===== src/rtl/instr_enc_pkg.sv =====
// Shared constants for the instruction-to-state encoder: entry states, condition codes, field positions.
// Latency: n/a (declarations only).
// Backpressure: n/a.
package instr_enc_pkg;

    // Control-unit entry states (zero-extended to the encoder's state width)
    localparam int ST_SKIP   = 1;
    localparam int ST_DP_REG = 10;
    localparam int ST_DP_IMM = 11;
    localparam int ST_DP_SHI = 12;
    localparam int ST_CMP    = 13;
    localparam int ST_MOV    = 14;
    localparam int ST_DP_SHR = 15;
    localparam int ST_LDR    = 20;
    localparam int ST_LDR_R  = 21;
    localparam int ST_LDRB   = 22;
    localparam int ST_STR    = 25;
    localparam int ST_STR_R  = 26;
    localparam int ST_STRB   = 27;
    localparam int ST_B      = 30;
    localparam int ST_BL     = 31;
    localparam int ST_UNDEF  = 63;

    // ARM condition field encodings
    typedef enum logic [3:0] {
        COND_EQ = 4'h0, COND_NE = 4'h1, COND_CS = 4'h2, COND_CC = 4'h3,
        COND_MI = 4'h4, COND_PL = 4'h5, COND_VS = 4'h6, COND_VC = 4'h7,
        COND_HI = 4'h8, COND_LS = 4'h9, COND_GE = 4'hA, COND_LT = 4'hB,
        COND_GT = 4'hC, COND_LE = 4'hD, COND_AL = 4'hE, COND_NV = 4'hF
    } cond_e;

    // Instruction field positions
    localparam int COND_MSB  = 31;
    localparam int COND_LSB  = 28;
    localparam int CLS_MSB   = 27;
    localparam int CLS_LSB   = 25;
    localparam int OP_MSB    = 24;
    localparam int OP_LSB    = 21;
    localparam int BIT_P     = 24;
    localparam int BIT_B     = 22;
    localparam int BIT_W     = 21;
    localparam int BIT_L     = 20;
    localparam int SHF_MSB   = 11;
    localparam int SHF_LSB   = 4;
    localparam int BIT_SHREG = 4;
    localparam int BIT_MUL   = 7;

    // Flag positions inside the NZCV nibble
    localparam int FLG_N = 3;
    localparam int FLG_Z = 2;
    localparam int FLG_C = 1;
    localparam int FLG_V = 0;

endpackage


===== src/rtl/instr_state_encoder_cond_eval.sv =====
// Evaluates an ARM condition field against NZCV flags; with COND_EN=0 only AL passes.
// Latency: combinational.
// Backpressure: none (pure function of its inputs).
module cond_eval
    import instr_enc_pkg::*;
#(
    parameter int COND_EN = 1
) (
    input  logic [3:0] cond_i,
    input  logic [3:0] flags_i,
    output logic       pass_o
);

    logic n, z, c, v;
    assign n = flags_i[FLG_N];
    assign z = flags_i[FLG_Z];
    assign c = flags_i[FLG_C];
    assign v = flags_i[FLG_V];

    // Standard ARM condition table; NV never passes here (the decoder traps it first)
    always_comb begin
        pass_o = 1'b0;
        if (COND_EN != 0) begin
            case (cond_i)
                COND_EQ: pass_o = z;
                COND_NE: pass_o = !z;
                COND_CS: pass_o = c;
                COND_CC: pass_o = !c;
                COND_MI: pass_o = n;
                COND_PL: pass_o = !n;
                COND_VS: pass_o = v;
                COND_VC: pass_o = !v;
                COND_HI: pass_o = c && !z;
                COND_LS: pass_o = !c || z;
                COND_GE: pass_o = (n == v);
                COND_LT: pass_o = (n != v);
                COND_GT: pass_o = !z && (n == v);
                COND_LE: pass_o = z || (n != v);
                COND_AL: pass_o = 1'b1;
                default: pass_o = 1'b0;
            endcase
        end else begin
            pass_o = (cond_i == COND_AL);
        end
    end

endmodule


===== src/rtl/instr_state_encoder.sv =====
// Maps an ARM-subset instruction plus NZCV flags to the control unit's entry state; counts undefined encodings.
// Latency: 1 cycle from accept to out_valid; one accept per cycle sustained.
// Backpressure: in_ready = !out_valid || out_ready; outputs hold while out_valid && !out_ready.
module instr_state_encoder
    import instr_enc_pkg::*;
#(
    parameter int STATE_W     = 6,
    parameter int COND_EN     = 1,
    parameter int CNT_W       = 8,
    parameter int SKIP_STATE  = ST_SKIP,
    parameter int UNDEF_STATE = ST_UNDEF
) (
    input  logic               clk,
    input  logic               reset,
    input  logic               in_valid,
    output logic               in_ready,
    input  logic [31:0]        in_instr,
    input  logic [3:0]         in_flags,
    output logic               out_valid,
    input  logic               out_ready,
    output logic [STATE_W-1:0] out_state,
    output logic               out_undef,
    output logic [CNT_W-1:0]   undef_cnt
);

    logic               out_valid_q;
    logic [STATE_W-1:0] out_state_q;
    logic               out_undef_q;
    logic [CNT_W-1:0]   undef_cnt_q, undef_cnt_d;

    logic               accept;
    logic               cond_pass;
    logic [STATE_W-1:0] dec_state;
    logic               dec_undef;

    logic [3:0] cond;
    logic [2:0] cls;
    logic [3:0] op;
    logic [7:0] shf;
    logic       b_p, b_b, b_w, b_l, b_shreg, b_mul;

    assign cond    = in_instr[COND_MSB:COND_LSB];
    assign cls     = in_instr[CLS_MSB:CLS_LSB];
    assign op      = in_instr[OP_MSB:OP_LSB];
    assign shf     = in_instr[SHF_MSB:SHF_LSB];
    assign b_p     = in_instr[BIT_P];
    assign b_b     = in_instr[BIT_B];
    assign b_w     = in_instr[BIT_W];
    assign b_l     = in_instr[BIT_L];
    assign b_shreg = in_instr[BIT_SHREG];
    assign b_mul   = in_instr[BIT_MUL];

    // Register numbers and offsets do not affect the entry state
    logic unused_instr_bits;
    assign unused_instr_bits = ^{in_instr[19:12], in_instr[3:0]};

    assign in_ready = !out_valid_q || out_ready;
    assign accept   = in_valid && in_ready;

    cond_eval #(
        .COND_EN (COND_EN)
    ) u_cond_eval (
        .cond_i  (cond),
        .flags_i (in_flags),
        .pass_o  (cond_pass)
    );

    // Priority decode: NV trap, then condition, then instruction class
    always_comb begin
        dec_state = STATE_W'(UNDEF_STATE);
        dec_undef = 1'b1;
        if (cond == COND_NV) begin
            dec_state = STATE_W'(UNDEF_STATE);
        end else if (!cond_pass) begin
            dec_state = STATE_W'(SKIP_STATE);
            dec_undef = 1'b0;
        end else if (cls == 3'b000 && b_shreg && b_mul) begin
            dec_state = STATE_W'(UNDEF_STATE);
        end else if (cls == 3'b000 || cls == 3'b001) begin
            dec_undef = 1'b0;
            if (op[3:2] == 2'b10)                 dec_state = STATE_W'(ST_CMP);
            else if (op == 4'b1101 || op == 4'b1111) dec_state = STATE_W'(ST_MOV);
            else if (cls == 3'b001)               dec_state = STATE_W'(ST_DP_IMM);
            else if (shf == 8'd0)                 dec_state = STATE_W'(ST_DP_REG);
            else if (!b_shreg)                    dec_state = STATE_W'(ST_DP_SHI);
            else                                  dec_state = STATE_W'(ST_DP_SHR);
        end else if ((cls == 3'b010 || cls == 3'b011) && b_p && !b_w) begin
            // cls[0] is the register-offset bit
            dec_undef = 1'b0;
            if (b_l) begin
                if (b_b)         dec_state = STATE_W'(ST_LDRB);
                else if (!cls[0]) dec_state = STATE_W'(ST_LDR);
                else             dec_state = STATE_W'(ST_LDR_R);
            end else begin
                if (b_b)         dec_state = STATE_W'(ST_STRB);
                else if (!cls[0]) dec_state = STATE_W'(ST_STR);
                else             dec_state = STATE_W'(ST_STR_R);
            end
        end else if (cls == 3'b101) begin
            dec_undef = 1'b0;
            dec_state = b_p ? STATE_W'(ST_BL) : STATE_W'(ST_B);
        end
    end

    // Saturating undefined-encoding counter next value
    always_comb begin
        undef_cnt_d = undef_cnt_q;
        if (accept && dec_undef && (undef_cnt_q != {CNT_W{1'b1}})) begin
            undef_cnt_d = undef_cnt_q + 1'b1;
        end
    end

    // Output pipeline register with hold under backpressure
    always_ff @(posedge clk) begin
        if (reset) begin
            out_valid_q <= 1'b0;
            out_state_q <= '0;
            out_undef_q <= 1'b0;
            undef_cnt_q <= '0;
        end else begin
            undef_cnt_q <= undef_cnt_d;
            if (accept) begin
                out_valid_q <= 1'b1;
                out_state_q <= dec_state;
                out_undef_q <= dec_undef;
            end else if (out_ready) begin
                out_valid_q <= 1'b0;
            end
        end
    end

    assign out_valid = out_valid_q;
    assign out_state = out_state_q;
    assign out_undef = out_undef_q;
    assign undef_cnt = undef_cnt_q;

endmodule


===== config.mk =====
export PLATFORM = sky130hd
export DESIGN_NAME = instr_state_encoder
export DESIGN_NICKNAME = d
export VERILOG_FILES = /design/src/rtl/instr_enc_pkg.sv /design/src/rtl/instr_state_encoder_cond_eval.sv /design/src/rtl/instr_state_encoder.sv
export SDC_FILE = /design/constraint.sdc
export NUM_CORES = 1
export LEC_CHECK = 0
export CORE_MARGIN = 2
export CORE_UTILIZATION = 36
export DETAILED_ROUTE_END_ITERATION = 6
export GPL_ROUTABILITY_DRIVEN = 0
export HOLD_SLACK_MARGIN = 0.05
export PLACE_DENSITY = 0.74
export SKIP_LAST_GASP = 1
export SLEW_MARGIN = 0
export SYNTH_ARGS = -nofsm -noshare
export SYNTH_HDL_FRONTEND = slang
export SYNTH_SLANG_ARGS = --single-unit

===== constraint.sdc =====
create_clock -name clk -period 2.01 [get_ports clk]
set_input_delay 0.3015 -clock clk [delete_from_list [all_inputs] [get_ports clk]]
set_output_delay 0.3015 -clock clk [all_outputs]
set_load 0.03 [all_outputs]

==> impl_metrics.toml, run 1 <==
[status]
outcome = "completed"

[finish]
fin_area_mm2 = 0.00181
synthToLayoutAreaGrowth_pct = 60.0
layout.nets = 244
fillCellCount = 281
layout_commonest_cell = "clkdlybuf4s50_1"
layout_common_cells = "clkdlybuf4s50_1 (36), buf_4 (23), nor2_1 (20)"
drive_gt1_share_pct = 22.8
n_antenna_cell = 0
post-route-util_pct = 59.8

[cts]
cts_made_buffers = 3
clk_pin_slew_ns = 0.09
cts_tree = "yes"
cts_root_buf = "clkbuf_4"
clk_path_buf_depth = 2
h-tree-depth = 1
clock-sinks = 15
clk_latency_ns = 0.28
postCtsHoldBufs = 0

[worst_hold_path]
holdPathStages = 2
min_to = "out_state[3]"
worstHoldStart = "out_state[3]"
min_path_type = "reg2reg"

[run]
maxCapViolations = 0

[timing]
timing.final.crit_share_pct = 96.0
setup_ws_ns = 0.0795
min_period_ns = 1.93
final_hold_viol_count = 0
fmax_mhz = 518
tightest_slew_ns = 0.404
fin_setup_tns_ns = 0
slew_headroom_pct = 72.8
maxSlewViolCount = 0
setup_violations = 0
fin_skew_ns = 0.00441

[logic_synthesis]
synthCells = 138
synth.distinct_cells = 50
yosys_warnings = 0
syn_nets = 179
ys_async_sr_fraction_pct = 0
synth_edf_count = 0
synthFlopType = "dfxtp_1"
synth.avg_cell_area_um2 = 8.21
seq_area_frac_synth_pct = 26.5
synth_seq_cells = 15
syn_area_mm2 = 0.00113

[placed_design]
place_ws_ns = -0.511
dp_hpwl_um = 2710
place_area_mm2 = 0.00176
portBuffers = 44

[worst_setup_path]
slowest_delay_ns = 0.66
r2r-start = "undef_cnt[1]"
crit_top_cell = "clkdlybuf4s50_1"
slowest_stage = "clkdlybuf4s50_1"
arrival_ns = 1.63
critPathLaunchType = "primary input"
r2r_cells = 6
crit_buf_inv = 3
cp-startpoint = "out_ready"
cp_top_family = "buffers and inverters"
r2r_setup_slack_ns = 0.25
worstPathCellList = "clkdlybuf4s50_1, nand2b_4, buf_4, clkdlybuf4s50_1"
cp_max_fo = 3
regToRegEndpoint = "undef_cnt[3]"
worstSetupEndpointType = "primary output"
worstPathRequired_ns = 1.71
worstSetupPathType = "in2out"

[die]
dieWidth_um = 60.1
initial_core_util_pct = 37.4
num_rows = 20
coreArea_mm2 = 0.00303
dieArea_mm2 = 0.00361
pin_count = 57
die_h_um = 60.1

[drt]
drt_iter0_drc = 38
vias = 1254
dr.pass1.iters = 4
finalWirelength_um = 3340
post-route-drc-count = 0
ant_nets = 0
via_per_inst = 5.10
post_drt_wl_per_cell_um = 13.6

[power_and_ir_drop]
power.total_w = 0.000825
power_density_mw_per_mm2 = 455
power.leakage_nw = 0.712
vdd_drop_max_mv = 0.445

[global_routing]
track_usage_pct = 20.1
grt-ovfl-total = 0
grt_pass1_vias = 1299
antenna_found_initial = 0
grt_max_degree = 14
grt_pass1_wl_um = 5600
[kinds of logic (layout without fill, tap and decap cells)]
group | Yosys count | in the layout | synth area share [%]
simple gates | 65 | 65 | 30.9
flops | 15 | 15 | 26.5
compound gates | 34 | 34 | 25.4
fa+ha+maj | 1 | 1 | 1.10
xor+xnor | 5 | 5 | 3.87
mux | 5 | 5 | 5.08
buf+inv | 13 | 77 | 7.07
[registers in the layout, indices dropped and copies added (netlist names)]
signal	flops
undef_cnt	8
out_state	6
out_valid	1
[cell usage after synthesis, drive strengths merged (2+ instances only)]
| library cell | number | area share, % |
|---|---|---|
| nand4 | 3 | 1.7 |
| inv | 6 | 2.0 |
| o22ai | 4 | 2.2 |
| xnor2 | 4 | 3.1 |
| nand3 | 4 | 1.8 |
| a21o | 2 | 1.3 |
| dfxtp | 15 | 27 |
| nor3b | 2 | 1.3 |
| nand2b | 4 | 2.2 |
| buf | 6 | 4.8 |
| mux2i | 2 | 1.8 |
| nand3b | 4 | 3.8 |
| nand2 | 12 | 4.0 |
| mux2 | 3 | 3.3 |
| nor2 | 20 | 6.6 |
| nor4 | 2 | 1.1 |
| nor3 | 4 | 1.8 |
| nor2b | 4 | 2.2 |
| a21oi | 11 | 5.9 |
[worst reg2reg max path, delay by kind of cell, from the launching register on]
family / cells / cell delay, ns
multiplexers: 1 / 0.31
AO/OA/AOI/OAI: 1 / 0.06
adder cells (fa/ha/maj): 1 / 0.33
AND/OR/NAND/NOR: 3 / 0.52
flip-flops: 1 / 0.43
[power by group]
| part | internal [W] | switching, W |
|---|---|---|
| registers | 0.000313 | 0.0000135 |
| logic | 0.000168 | 0.000156 |
| clock network | 0.0000771 | 0.0000975 |
| total | 0.000558 | 0.000267 |
[per-stage QoR]
stage,std cells,hold WS [ns]
4_1_cts,246,0.502
2_1_floorplan,138,0.423
3_5_place_dp,242,0.485
5_1_grt,246,0.542
6_report,246,0.499
3_3_place_gp,242,0.483
[area by class of cell]
type / count / area, µm² / share of cell area, %
Tap cell: 44 / 55.1 / 3.04
Multi-Input combinational cell: 110 / 815 / 45.0
Clock buffer: 4 / 26.3 / 1.45
Sequential cell: 15 / 302 / 16.6
Timing Repair Buffer: 67 / 592 / 32.7
Inverter: 6 / 22.5 / 1.24
[layer usage]
layer | GRT usage, % | routed length, µm | vias to the layer above | part of all wire, %
li1 | - | - | 625 | -
met1 | 21.6 | 1340 | 576 | 40
met2 | 38.5 | 1730 | 45 | 52
met3 | 4.76 | 212 | 8 | 6.4
met4 | 5.08 | 55 | 0 | 1.6
met5 | 0 | 0 | - | 0
[how the worst max path moves through the flow]
stage | slack [ns] | to | cells after the start
6_report | 0.08 | in_ready | 4
4_1_cts | 0.04 | undef_cnt[3] | 8
2_1_floorplan | -0.009 | undef_cnt[3] | 7
3_5_place_dp | -0.51 | undef_cnt[7] | 8
5_1_grt | -0.009 | undef_cnt[7] | 8
3_3_place_gp | -0.42 | undef_cnt[3] | 8
[what timing repair did]
item / in CTS / in global routing
gates resized for setup: 14 / 7
setup endpoints to repair: 7 / 3
cloned: 0 / 0
pin swaps: 1 / 2
buffers inserted: 0 / 1
Note: power is estimated with default switching activity, not from simulation.
==> run 2: changes to the inputs <==
--- a/config.mk
+++ b/config.mk
@@ -8,7 +8,7 @@
 export CORE_MARGIN = 2
 export CORE_UTILIZATION = 36
 export DETAILED_ROUTE_END_ITERATION = 6
-export GPL_ROUTABILITY_DRIVEN = 0
+export GPL_ROUTABILITY_DRIVEN = 1
 export HOLD_SLACK_MARGIN = 0.05
 export PLACE_DENSITY = 0.74
 export SKIP_LAST_GASP = 1
==> results of run 2 <==
Final layout, timing and power as in run 1 (identical DEF).
